**src/rtl/elevator_pkg.sv**
```systemverilog
// Shared elevator definitions: floor count, floor index type and the
// direction summary record published to the control FSM.
package elevator_pkg;

  localparam int NUM_FLOORS = 4;
  localparam int FLOOR_W    = 2;

  typedef logic [FLOOR_W-1:0] floor_t;

  typedef struct packed {
    logic any;
    logic above;
    logic below;
    logic here;
  } req_flags_t;

endpackage

```
**src/rtl/call_request_latch_if.sv**
```systemverilog
// Call-button / request bundle between the request latch (slave) and the
// elevator control FSM that drives floor and service information (master).
interface call_request_latch_if #(
  parameter int NUM_FLOORS = elevator_pkg::NUM_FLOORS,
  parameter int FLOOR_W    = elevator_pkg::FLOOR_W
);

  logic [NUM_FLOORS-1:0] btn_db;
  logic [FLOOR_W-1:0]    cur_floor;
  logic                  clr_valid;
  logic [FLOOR_W-1:0]    clr_floor;
  logic [NUM_FLOORS-1:0] press_pulse;
  logic [NUM_FLOORS-1:0] req_pending;
  logic                  req_any;
  logic                  req_above;
  logic                  req_below;
  logic                  req_here;

  modport master (
    output btn_db, cur_floor, clr_valid, clr_floor,
    input  press_pulse, req_pending, req_any, req_above, req_below, req_here
  );

  modport slave (
    input  btn_db, cur_floor, clr_valid, clr_floor,
    output press_pulse, req_pending, req_any, req_above, req_below, req_here
  );

endinterface

```
**src/rtl/call_request_latch_req_scan.sv**
```systemverilog
// Combinational direction summary of the pending-request bitmap relative to
// the car's floor. A floor index beyond the shaft counts every request as below.
module req_scan
  import elevator_pkg::*;
#(
  parameter int NUM_FLOORS = elevator_pkg::NUM_FLOORS,
  parameter int FLOOR_W    = elevator_pkg::FLOOR_W
) (
  input  logic [NUM_FLOORS-1:0] req_pending,
  input  logic [FLOOR_W-1:0]    cur_floor,
  output req_flags_t            flags
);

  logic [NUM_FLOORS-1:0] above_mask;
  logic [NUM_FLOORS-1:0] below_mask;
  logic [NUM_FLOORS-1:0] here_mask;

  always_comb begin
    // NOTE: every combinational output gets a default first so no path can infer a latch.
    above_mask = '0;
    below_mask = '0;
    here_mask  = '0;
    for (int i = 0; i < NUM_FLOORS; i++) begin
      above_mask[i] = FLOOR_W'(i) > cur_floor;
      below_mask[i] = FLOOR_W'(i) < cur_floor;
      here_mask[i]  = FLOOR_W'(i) == cur_floor;
    end
    flags.any   = |req_pending;
    flags.above = |(req_pending & above_mask);
    flags.below = |(req_pending & below_mask);
    flags.here  = |(req_pending & here_mask);
  end

endmodule

```
**src/rtl/call_request_latch.sv**
```systemverilog
// Turns debounced call-button rises into sticky floor requests, cleared when
// the FSM reports a floor serviced, and publishes registered direction flags.
module call_request_latch
  import elevator_pkg::*;
#(
  parameter int NUM_FLOORS = elevator_pkg::NUM_FLOORS,
  parameter int FLOOR_W    = elevator_pkg::FLOOR_W
) (
  input logic                CLK,
  input logic                RST,
  call_request_latch_if.slave bus
);

  logic [NUM_FLOORS-1:0] btn_prev_q,    btn_prev_d;
  logic [NUM_FLOORS-1:0] press_pulse_q, press_pulse_d;
  logic [NUM_FLOORS-1:0] req_pending_q, req_pending_d;
  logic [NUM_FLOORS-1:0] rise;
  logic [NUM_FLOORS-1:0] clr_mask;
  req_flags_t            flags_q, flags_d, scan_flags;

  req_scan #(
    .NUM_FLOORS (NUM_FLOORS),
    .FLOOR_W    (FLOOR_W)
  ) u_req_scan (
    .req_pending (req_pending_q),
    .cur_floor   (bus.cur_floor),
    .flags       (scan_flags)
  );

  always_comb begin
    rise     = bus.btn_db & ~btn_prev_q;
    clr_mask = '0;
    // Out-of-range clr_floor matches no index, so the clear is dropped.
    for (int i = 0; i < NUM_FLOORS; i++) begin
      clr_mask[i] = bus.clr_valid && (bus.clr_floor == FLOOR_W'(i));
    end
    btn_prev_d    = bus.btn_db;
    press_pulse_d = rise;
    // Clear wins over a same-cycle press: the open door serves that passenger.
    req_pending_d = (req_pending_q | rise) & ~clr_mask;
    flags_d       = scan_flags;
  end

  always_ff @(posedge CLK or posedge RST) begin
    // NOTE: state updates use non-blocking assignments so every flop samples pre-edge values.
    if (RST) begin
      btn_prev_q    <= '0;
      press_pulse_q <= '0;
      req_pending_q <= '0;
      flags_q       <= '0;
    end else begin
      btn_prev_q    <= btn_prev_d;
      press_pulse_q <= press_pulse_d;
      req_pending_q <= req_pending_d;
      flags_q       <= flags_d;
    end
  end

  assign bus.press_pulse = press_pulse_q;
  assign bus.req_pending = req_pending_q;
  assign bus.req_any     = flags_q.any;
  assign bus.req_above   = flags_q.above;
  assign bus.req_below   = flags_q.below;
  assign bus.req_here    = flags_q.here;

endmodule
```
**src/flat_wrapper.sv**
```systemverilog
// flat-port wrapper written by rule: the top's interface ports become plain ports
module call_request_latch_flat import elevator_pkg::*;
#(
  parameter int NUM_FLOORS = elevator_pkg::NUM_FLOORS,
  parameter int FLOOR_W    = elevator_pkg::FLOOR_W
)
  (CLK, RST, bus_btn_db, bus_cur_floor, bus_clr_valid, bus_clr_floor, bus_press_pulse, bus_req_pending, bus_req_any, bus_req_above, bus_req_below, bus_req_here);
  call_request_latch_if #(.NUM_FLOORS(NUM_FLOORS), .FLOOR_W(FLOOR_W)) bus_i ();
  input logic CLK;
  input logic RST;
  input wire logic [$bits(bus_i.btn_db)-1:0] bus_btn_db;
  input wire logic [$bits(bus_i.cur_floor)-1:0] bus_cur_floor;
  input wire logic [$bits(bus_i.clr_valid)-1:0] bus_clr_valid;
  input wire logic [$bits(bus_i.clr_floor)-1:0] bus_clr_floor;
  output wire logic [$bits(bus_i.press_pulse)-1:0] bus_press_pulse;
  output wire logic [$bits(bus_i.req_pending)-1:0] bus_req_pending;
  output wire logic [$bits(bus_i.req_any)-1:0] bus_req_any;
  output wire logic [$bits(bus_i.req_above)-1:0] bus_req_above;
  output wire logic [$bits(bus_i.req_below)-1:0] bus_req_below;
  output wire logic [$bits(bus_i.req_here)-1:0] bus_req_here;
  assign bus_i.btn_db = bus_btn_db;
  assign bus_i.cur_floor = bus_cur_floor;
  assign bus_i.clr_valid = bus_clr_valid;
  assign bus_i.clr_floor = bus_clr_floor;
  assign bus_press_pulse = bus_i.press_pulse;
  assign bus_req_pending = bus_i.req_pending;
  assign bus_req_any = bus_i.req_any;
  assign bus_req_above = bus_i.req_above;
  assign bus_req_below = bus_i.req_below;
  assign bus_req_here = bus_i.req_here;
  call_request_latch #(.NUM_FLOORS(NUM_FLOORS), .FLOOR_W(FLOOR_W)) u_core (.CLK(CLK), .RST(RST), .bus(bus_i));
endmodule
```
**config.mk**
```make
export PLATFORM = sky130hd
export DESIGN_NAME = call_request_latch_flat
export DESIGN_NICKNAME = d
export VERILOG_FILES = /design/src/rtl/elevator_pkg.sv /design/src/rtl/call_request_latch_if.sv /design/src/rtl/call_request_latch_req_scan.sv /design/src/rtl/call_request_latch.sv /design/src/flat_wrapper.sv
export SDC_FILE = /design/constraint.sdc
export NUM_CORES = 1
export LEC_CHECK = 0
export ABC_AREA = 1
export CAP_MARGIN = 10
export CORE_MARGIN = 8
export CORE_UTILIZATION = 41
export DETAILED_ROUTE_END_ITERATION = 8
export GPL_TIMING_DRIVEN = 0
export PLACE_DENSITY = 0.85
export SLEW_MARGIN = 5
export SYNTH_ARGS = -nofsm -noshare
export SYNTH_HDL_FRONTEND = slang
export SYNTH_SLANG_ARGS = --single-unit
```
**constraint.sdc**
```tcl
create_clock -name CLK -period 0.9 [get_ports CLK]
set_input_delay 0.135 -clock CLK [delete_from_list [all_inputs] [get_ports CLK]]
set_output_delay 0.135 -clock CLK [all_outputs]
set_load 0.01 [all_outputs]
```
==> flow_summary.yaml <==
outcome:
  status: "finished, violations left"
  violations: "setup timing"
synth:
  yosysWarnings: 0
  synth_area_leaders: "dfrtp_1, inv_1, nand3_1"
  synth-seq-cells: 16
  yosys-top-cells-count: "dfrtp_1, inv_1, nand2_1, nand3_1, nor2_1"
  synth_cell_types: 10
  synth_top_area_cell: "dfrtp_1"
  async_flop_share: 1.00
  synth-edff-count: 0
  syn-num-nets: 74
  syn_inst: 63
  synth_top_cell_area_share: 0.660
  yosysMostFrequentCell: "dfrtp_1"
  synth_seq_area_share: 0.660
  synth_area_um2: 607
  avgSynthCellArea_um2: 9.63
  synthFlopType: "dfrtp_1"
floorplan:
  num_rows: 14
  start_util: 0.417
  core_um2: 1450
  die_h_um: 54.5
  dieArea_um2: 2970
  die_w_um: 54.5
  pin_count: 23
global_routing:
  grt_usage: 0.0944
  antenna_found_initial: 0
  grt_overflow_total: 0
  grt_pass1_wl_mm: 2.04
  first_global_vias: 501
  grt_max_degree: 17
timing:
  final.setup.worst_slack_ns: -0.0610
  relSlewSlack: 0.617
  setup_viol_count_final: 12
  worstMarginPinSlew_ns: 0.574
  worst_hold_slack_ns: 0.113
  min_period_over_period: 1.07
  slew_viol_final: 0
  rsz0062_at_grt: "yes"
  fin_setup_tns_ns: -0.272
  final.setup_skew_ns: 0.00432
  clock.fmax_ghz: 1.04
  hold_violations: 0
  finalCriticalPeriod_ns: 0.961
route:
  dr.first_iter.drc_count: 5
  antenna_left: 0
  via_per_inst: 4.56
  vias: 492
  routedWlPerCell_um: 12.0
  drc: 0
  routed_wl_mm: 1.30
  first_pass_iters: 5
setup_path:
  worstSetupPathType: "reg2out"
  cp_slowest_cell: "dfrtp_1"
  crit_cells: 1
  crit_buf_inv: 1
  required_ns: 0.76
  reg2reg_depth: 5
  start_kind: "flip-flop"
  critical-path-top-delay-family: "flip-flops"
  slowest_delay_ns: 0.40
  arrival_ns: 0.83
  path_cells: "buf_2"
  cp-end-kind: "output port"
  path_max_fanout: 2
power_and_ir_drop:
  power.internal_w: 0.00118
  net-switching-power_w: 0.000388
  seqPwrFrac: 0.513
  p_per_area_nw_per_um2: 1820
  p_leak_nw: 0.452
  clkPwrFrac: 0.289
  combPwrFrac: 0.199
  p_sw_frac: 0.247
  vdd_ir_drop_max_mv: 1.40
cts:
  cts_root_buf: "clkbuf_4"
  hold_buffers: 0
  cts.htree.levels: 1
  numClockSinks: 16
  numCtsBuffers: 3
  cts_buffer_depth: 2
  clk_latency_ns: 0.28
  clk_pin_slew_ns: 0.09
  cts_tree: "built"
placed_design:
  gp_congestion: 0.760
  place_ws_ns: -0.218
  placed_area_um2: 837
  numPortBuffers: 21
  dp_hpwl_um: 958
layout:
  utilization: 0.593
  stdcell_area_um2: 862
  fin_nets: 104
  syn_to_final_growth_pct: 42.1
  antennaDiodeCount: 0
  drive_above_1_share: 0.239
hold_path:
  hold_depth: 2
  min_path_type: "in2reg"
flow_run:
  cap_violations: 0
[power by group through the flow]
| stage | clock, W | sequential [W] | combinational [W] |
|---|---|---|---|
| 2_1_floorplan | 0 | 0.000853 | 0.0000911 |
| 4_1_cts | 0.000466 | 0.000801 | 0.000301 |
| 3_5_place_dp | 0 | 0.000832 | 0.000293 |
| 5_1_grt | 0.000509 | 0.000812 | 0.000340 |
| 6_report | 0.000452 | 0.000803 | 0.000311 |
| 3_3_place_gp | 0 | 0.000830 | 0.000283 |
[cell type report]
| type | instances | area, um^2 |
|---|---|---|
| inverter | 15 | 56.3 |
| sequential | 16 | 400 |
| clock buffer | 4 | 36.3 |
| buffer | 1 | 11.3 |
| multi-input combinational | 31 | 139 |
| fill | 135 | 592 |
| tap | 16 | 20.0 |
| timing repair buffer | 25 | 199 |
[per-stage QoR]
step / total power, W / cells
2_1_floorplan: 0.000944 / 63
3_5_place_dp: 0.00113 / 100
5_1_grt: 0.00166 / 108
6_report: 0.00157 / 108
3_3_place_gp: 0.00111 / 100
4_1_cts: 0.00157 / 108
[routing by layer]
metal / share of wire / vias up / wire, um / track usage
li1: - / 250 / - / -
met1: 0.35 / 219 / 456 / 0.0837
met2: 0.52 / 23 / 675 / 0.185
met3: 0.13 / 0 / 166 / 0.0598
met4: 0 / 0 / 0 / 0
met5: 0 / - / 0 / 0
[worst paths after layout]
check                                                 end                      start  slack, ns
worst max-delay path                   bus_req_pending[1]  u_core.bus.req_pending[1]      -0.06
worst min-delay path                 u_core.bus.req_above           bus_cur_floor[1]       0.11
worst max register to register        u_core.bus.req_here  u_core.bus.req_pending[2]      -0.01
worst min register to register  u_core.bus.press_pulse[2]       u_core.btn_prev_q[2]       0.40
max in group asynchronous             u_core.bus.req_here                        RST       0.31
min in group asynchronous       u_core.bus.req_pending[2]                        RST       0.21
[layout by cell type (no fill, tap or decap), drive strengths merged]
master | netlist | final
clkbuf | 0 | 4
clkdlybuf4s50 | 0 | 9
buf | 1 | 17
nor2 | 9 | 9
o211ai | 1 | 1
nand2 | 8 | 8
nand3 | 8 | 8
o21ai | 5 | 5
dfrtp | 16 | 16
inv | 15 | 15
[repair_timing]
| action | in CTS | in global routing |
|---|---|---|
| gates resized for setup | 49 | 4 |
| gates cloned | 0 | 0 |
| buffers inserted | 4 | 0 |
| setup endpoints to repair | 12 | 15 |
[kinds of logic after synthesis]
family | count (synthesis) | synth area share
compound gates | 6 | 0.0536
buf+inv | 16 | 0.111
flops | 16 | 0.660
simple gates | 25 | 0.175
[worst register-to-register path: stages, from the launching register on]
cell     delay, ns
dfrtp_1       0.40
buf_4         0.16
nand2_1       0.05
nor2_1        0.04
nor2_1        0.10
nand2_1       0.06
[sequential cells by signal, summed over array words and instances (netlist names)]
name / flops
u_core.bus.req_above: 1
u_core.bus.req_pending: 4
u_core.bus.req_any: 1
u_core.bus.press_pulse: 4
u_core.bus.req_here: 1
u_core.btn_prev_q: 4
u_core.bus.req_below: 1
(Power assumes the default switching activity.)
